<file path="config.mk">
export PLATFORM = sky130hd
export DESIGN_NAME = hex_keypad_emulator
export DESIGN_NICKNAME = d
export VERILOG_FILES = /design/src/rtl/hex_keypad_emulator.sv
export SDC_FILE = /design/constraint.sdc
export NUM_CORES = 1
export LEC_CHECK = 0
export CELL_PAD_IN_SITES_DETAIL_PLACEMENT = 1
export CELL_PAD_IN_SITES_GLOBAL_PLACEMENT = 1
export CORE_MARGIN = 10
export CORE_UTILIZATION = 45
export CTS_BUF_LIST = sky130_fd_sc_hd__clkbuf_4
export CTS_CLUSTER_SIZE = 40
export DETAILED_ROUTE_END_ITERATION = 6
export GPL_TIMING_DRIVEN = 0
export HOLD_SLACK_MARGIN = 0.08
export PLACE_DENSITY_LB_ADDON = 0.1
export SLEW_MARGIN = 15
export SYNTH_ARGS = -nofsm -noshare
export SYNTH_HDL_FRONTEND = slang
export SYNTH_SLANG_ARGS = --single-unit
</file>
<file path="constraint.sdc">
create_clock -name clock -period 4 [get_ports clock]
set_input_delay 0.6 -clock clock [delete_from_list [all_inputs] [get_ports clock]]
set_output_delay 0.6 -clock clock [all_outputs]
set_load 0.02 [all_outputs]
</file>
<file path="src/rtl/hex_keypad_emulator.sv">
// 4x4 hex keypad responder for a keypad scanner: closes one switch with contact
// bounce on press and release, and returns the scanner's column drive on the key's row.
module hex_keypad_emulator #(
  parameter int BOUNCE_CYCLES = 8,
  parameter int BOUNCE_PERIOD = 2,
  parameter int HOLD_CYCLES   = 64,
  parameter int CNT_W         = 16
) (
  input  logic       clock,
  input  logic       reset,
  input  logic       press_req,
  input  logic [3:0] key_code,
  input  logic [3:0] Col,
  output logic [3:0] Row,
  output logic       S_Row,
  output logic       busy,
  output logic       done
);

  localparam logic [1:0] IDLE       = 2'd0;
  localparam logic [1:0] BOUNCE_IN  = 2'd1;
  localparam logic [1:0] HELD       = 2'd2;
  localparam logic [1:0] BOUNCE_OUT = 2'd3;

  localparam bit NO_BOUNCE = (BOUNCE_CYCLES == 0);
  localparam logic [CNT_W-1:0] BOUNCE_LAST = CNT_W'((BOUNCE_CYCLES > 0) ? BOUNCE_CYCLES - 1 : 0);
  localparam logic [CNT_W-1:0] HOLD_LAST   = CNT_W'((HOLD_CYCLES > 0) ? HOLD_CYCLES - 1 : 0);
  localparam logic [CNT_W-1:0] PERIOD_LAST = CNT_W'((BOUNCE_PERIOD > 0) ? BOUNCE_PERIOD - 1 : 0);

  logic [1:0]       state_q, state_d;
  logic [CNT_W-1:0] cnt_q, cnt_d;
  logic [3:0]       key_q, key_d;
  // per_q/ph_q track (cnt / BOUNCE_PERIOD) % 2 without a divider.
  logic [CNT_W-1:0] per_q, per_d;
  logic             ph_q, ph_d;
  logic             s_row_q, s_row_d;
  logic             done_q, done_d;
  logic             contact;

  always_comb begin
    state_d = state_q;
    cnt_d   = cnt_q + CNT_W'(1);
    key_d   = key_q;
    per_d   = per_q;
    ph_d    = ph_q;

    case (state_q)
      IDLE: begin
        if (press_req) begin
          key_d   = key_code;
          state_d = NO_BOUNCE ? HELD : BOUNCE_IN;
        end
      end
      BOUNCE_IN: begin
        if (cnt_q == BOUNCE_LAST) state_d = HELD;
      end
      HELD: begin
        if (cnt_q == HOLD_LAST) state_d = NO_BOUNCE ? IDLE : BOUNCE_OUT;
      end
      BOUNCE_OUT: begin
        if (cnt_q == BOUNCE_LAST) state_d = IDLE;
      end
      default: state_d = IDLE;
    endcase

    if (per_q == PERIOD_LAST) begin
      per_d = '0;
      ph_d  = ~ph_q;
    end else begin
      per_d = per_q + CNT_W'(1);
    end

    if ((state_d != state_q) || (state_q == IDLE)) begin
      cnt_d = '0;
      per_d = '0;
      ph_d  = 1'b0;
    end

    done_d = (state_q != IDLE) && (state_d == IDLE);
  end

  always_comb begin
    case (state_q)
      HELD:       contact = 1'b1;
      BOUNCE_IN:  contact = ~ph_q;
      BOUNCE_OUT: contact = ph_q;
      default:    contact = 1'b0;
    endcase
  end

  for (genvar gi = 0; gi < 4; gi++) begin : g_row
    assign Row[gi] = contact & (key_q[3:2] == 2'(gi)) & Col[key_q[1:0]];
  end

  assign s_row_d = |Row;

  always_ff @(posedge clock or posedge reset) begin
    if (reset) begin
      state_q <= IDLE;
      cnt_q   <= '0;
      key_q   <= '0;
      per_q   <= '0;
      ph_q    <= 1'b0;
      s_row_q <= 1'b0;
      done_q  <= 1'b0;
    end else begin
      state_q <= state_d;
      cnt_q   <= cnt_d;
      key_q   <= key_d;
      per_q   <= per_d;
      ph_q    <= ph_d;
      s_row_q <= s_row_d;
      done_q  <= done_d;
    end
  end

  assign S_Row = s_row_q;
  assign busy  = (state_q != IDLE);
  assign done  = done_q;

endmodule

</file>
# ---- After elaboration in Yosys (flattened, before gate mapping)
# Cells that the tools add are included.
dict set report classes {
  mux 13
  n_lt_le_gt_ge 1
  addsub 2
  n_reduce_logical 9
  n_eq_ne 10
  bitwise 9
}
# cell count
set op_table {}
lappend op_table {{16-bit 2-to-1 mux} 3}
lappend op_table {{16-bit by 1-bit adder with 16-bit output (second input constant)} 2}
lappend op_table {{16-bit by 1-bit == test with 1-bit output (second input constant)} 1}
lappend op_table {{16-bit by 3-bit == test with 1-bit output (second input constant)} 1}
lappend op_table {{16-bit by 6-bit == test with 1-bit output (second input constant)} 1}
lappend op_table {{1-bit bitwise AND} 8}
lappend op_table {{2-bit == test (second input constant)} 4}
lappend op_table {{2-bit 2-to-1 mux} 4}
lappend op_table {{2-bit one-hot mux with 4 select lines} 1}
lappend op_table {{2-bit zero test} 3}
lappend op_table {{2-bit by 1-bit == test with 1-bit output (second input constant)} 2}
lappend op_table {{2-bit nonzero test} 2}
lappend op_table {{4-bit OR reduction} 1}
lappend op_table {{2-bit by 3-bit < comparator with 1-bit output (second input constant)} 1}
lappend op_table {{1-bit 2-to-1 mux} 3}
lappend op_table {{1-bit one-hot mux with 3 select lines} 1}
lappend op_table {{1-bit binary-select mux with 2-bit select} 1}
lappend op_table {{2-bit != test} 1}
lappend op_table {{2-bit AND reduction} 1}
lappend op_table {{1-bit logical AND} 1}
lappend op_table {{1-bit logical OR} 1}
lappend op_table {{1-bit NOT} 1}
dict set report totals {
  elab_cells 51
  regBits 41
  output_inout_bits 7
}

# ---- Longest topological paths before layout
dict set report logic_depth {
  word_depth 6
  mapped_depth 6
}

# ---- Least setup slack after synthesis
# No wires, ideal clock.
dict set report synth_timing {
  path_type {input port to output port}
  start {in Col[0]}
  end {out Row[2]}
  required_time_ns 3.400
  arrival_time_ns 1.614
  slack_ns 1.786
  path_stages 4
  path_cell_list {nor2b_1 a211oi_1 a211o_1 nor3b_1}
}
dict set report synth_via {
  elab_chain_len 3
}
# element line_no
set synth_lines {}
lappend synth_lines {{from (decl)} 13} ;# input logic [3:0] Col,
lappend synth_lines {{1-bit binary-select mux with 2-bit select} 92} ;# assign Row[gi] = contact & (key_q[3:2] == 2'(gi)) & Col[key_q[1:0]];
lappend synth_lines {{1-bit 2-to-1 mux (implied by the code)} 92}
lappend synth_lines {{1-bit bitwise AND} 92}
lappend synth_lines {{to (decl)} 14} ;# output logic [3:0] Row,
# No other way between the ends. The select of a mux whose other input is x is not followed.

# ---- Worst setup path after layout
dict set report layout_timing {
  start {in Col[0]}
  end {out Row[3]}
}
# The elaborated chain is that of the path after synthesis.

==> results.txt <==
Design Power = 0.0007249 W
initial core utilization = 47.11%
R2R depth = 5
first-pass GRT wire length = 8135 um
HP Class = reg -> reg
core area = 0.004414 mm2
layout cells sized above 1 = 11.59%
number of routed nets with antenna violations = 0
hold path depth = 1
Post-layout nets = 246
RSZ-0062 raised after global routing = false
DR WL/cell = 16.72 um
cell count after synthesis = 207
largest net degree at the start of global routing = 30
synthesized area = 0.002079 mm2
initial detailed-routing violation count = 33
Max Cap Viol = 0
post-cts repair resize count = 0
required time of the critical path = 3400 ps
# setup viols final = 0
setup ws final = 989.2 ps
clk slew on worst S/H paths = 130 ps
die area = 0.007740 mm2
Hold EP = cnt_q[0]
r2r endpoint = per_q[15]
count leader, synth = dfrtp_1
CP startpoint kind = primary input
Port Buf Inserts = 17
number of enable flip-flop cells after synthesis = 0
Final Cycle Share = 75.27%
Critical Path Fanout Max = 4
drt pass-1 iters = 4
Post-synth ARST share = 100.0%
Yosys cell types = 36
critical path's largest stage delay = 610 ps
Yosys reg bits = 41
IO Pins = 18
RePlAce Congestion = 0.8552
vias in the first global route = 1729
GRT Util Overall = 12.95%
Peak VDD IR = 0.1482 mV
sequential area share after synthesis = 49.34%
Slew @ Worst Pin = 572.5 ps
max-slew violation count = 0
root buffer cell = clkbuf_4
grt total ovfl = 0
die width = 87.98 um
area grow syn2layout = 16.31%
CP most frequent cell = clkdlybuf4s50_1
CTS tree = done
vias per cell = 5.530
Lkg Pwr = 1.025 nW
Worst EP arrival = 2410 ps
DRC = 0
initial antenna violation count = 0
vias post-DR = 1576
pwr/cell area = 299.7 mW/mm2
Ant. Diodes = 0
Final Skew = 16.82 ps
critical path endpoint category = output pin
Setup Crit Path Kind = in -> out
clock sinks = 41
Min-Delay Startpoint = cnt_q[0]
Synth Flop Type = dfrtp_1
H-tree depth = 2
share of the synthesized area in the top cell type = 49.34%
setup_tns = 0 ps
most instantiated cells after synthesis = 41 x dfrtp_1, 29 x nor2_1, 15 x xnor2_1
post-CTS setup buffer count = 0
row count = 24
post-detail-place hpwl = 3630 um
slowest cell on the critical path = clkdlybuf4s50_1
cell accounting for the most synthesized area = dfrtp_1
die height = 87.98 um
worst rel slew slack = 61.48%
Max Buffers Root-to-Sink = 2
crit path cell chain = clkdlybuf4s50_1 > nor2b_1 > a211oi_1 > a211o_1 > inv_1 > and3_1 > clkdlybuf4s50_1
DRT Wirelength = 4766 um
fmax = 0.3321 GHz
dpl ws = 971.1 ps
top post-synthesis cells by area = dfrtp_1 49%, xnor2_1 6.3%, nor2_1 5.2%
TritonCTS buffer count = 5
Yosys warnings = 0
outcome = finished clean
flop-to-flop setup slack = 1860 ps
fin crit period = 3011 ps
syn nets = 221
clk_lat worst skew = 370 ps
reg-to-reg critical path startpoint = cnt_q[7]
Synth Area per Inst = 10.05 um2
Hold-fix buffers, CTS = 0
Hold Vio Cnt, Final = 0
-- layer usage --
layer,vias up,GRT usage (%),wire length (um)
li1,777,-,-
met1,776,14.30,2011
met2,17,23.02,2504
met3,6,3.714,181
met4,0,4.638,69
met5,-,0,0
-- critical path, delay by kind of cell --
kind	cells	cell delay (ps)
AOI/OAI and AO/OA	2	380
buffers and inverters	3	1140
and+or+nand+nor	2	290
-- cells by family (layout without fill, tap and decap cells) --
kind of cell / Yosys count / count (layout) / synth area share, %
adder cells (fa/ha/maj): 3 / 3 / 1.805
buffers and inverters: 13 / 39 / 3.429
AO/OA/AOI/OAI: 17 / 17 / 5.174
AND/OR/NAND/NOR: 103 / 103 / 27.08
flip-flops: 41 / 41 / 49.34
XOR/XNOR: 25 / 25 / 10.53
multiplexers: 5 / 5 / 2.647
-- how the worst max path moves through the flow --
stage,end,from
after global routing,Row[2],Col[0]
after detailed placement,Row[3],Col[0]
after CTS,Row[3],Col[0]
after floorplan,Row[2],Col[0]
final,Row[3],Col[0]
after global placement,Row[2],Col[0]
-- where the power goes --
part	total, W	internal, W	leakage (nW)	switching (W)
Clock	0.000284	0.000140	0.0459	0.000144
Combinational	0.0000263	0.0000134	0.432	0.0000129
Sequential	0.000415	0.000415	0.547	0.000000126
Total	0.000725	0.000568	1.02	0.000157
-- layout make-up --
type / count / area [um2]
Sequential cell: 41 / 1026
Clock inverter: 2 / 38.79
Multi-Input combinational cell: 153 / 982.2
Buffer: 4 / 37.54
Inverter: 9 / 33.78
Clock buffer: 6 / 45.04
Timing Repair Buffer: 18 / 190.2
Fill cell: 512 / 1996
Tap cell: 52 / 65.06
-- state kept, by name (all words and copies together) (netlist names) --
register  cells
done          1
per_q        16
key_q         4
state_q       2
S_Row         1
cnt_q        16
ph_q          1
-- metrics by stage --
step	util [%]	instance area [um2]	hold slack [ps]	instances
6_report	54.79	2419	468.5	285
5_1_grt	54.79	2419	497.2	285
4_1_cts	54.79	2419	475.6	285
3_5_place_dp	52.89	2335	457.3	277
3_3_place_gp	52.44	2315	445.2	276
2_1_floorplan	-	2079	429.9	207
-- cells in the final DEF (no fill, tap or decap), types with 2 or more instances in the layout --
master / instances
dfrtp_1: 41
nor2_1: 29
clkdlybuf4s50_1: 17
xnor2_1: 15
nor4_1: 11
nand2_1: 11
nand3_1: 10
xor2_1: 10
nand4_1: 9
inv_1: 8
a21oi_1: 6
clkbuf_4: 6
nor3_1: 5
o21ai_0: 5
nor3b_1: 5
nor2b_1: 4
or3_1: 4
and3_1: 4
mux2_2: 4
buf_6: 3
ha_1: 3
or3_4: 2
o31ai_1: 2
Power figures use the tool's default switching activity.
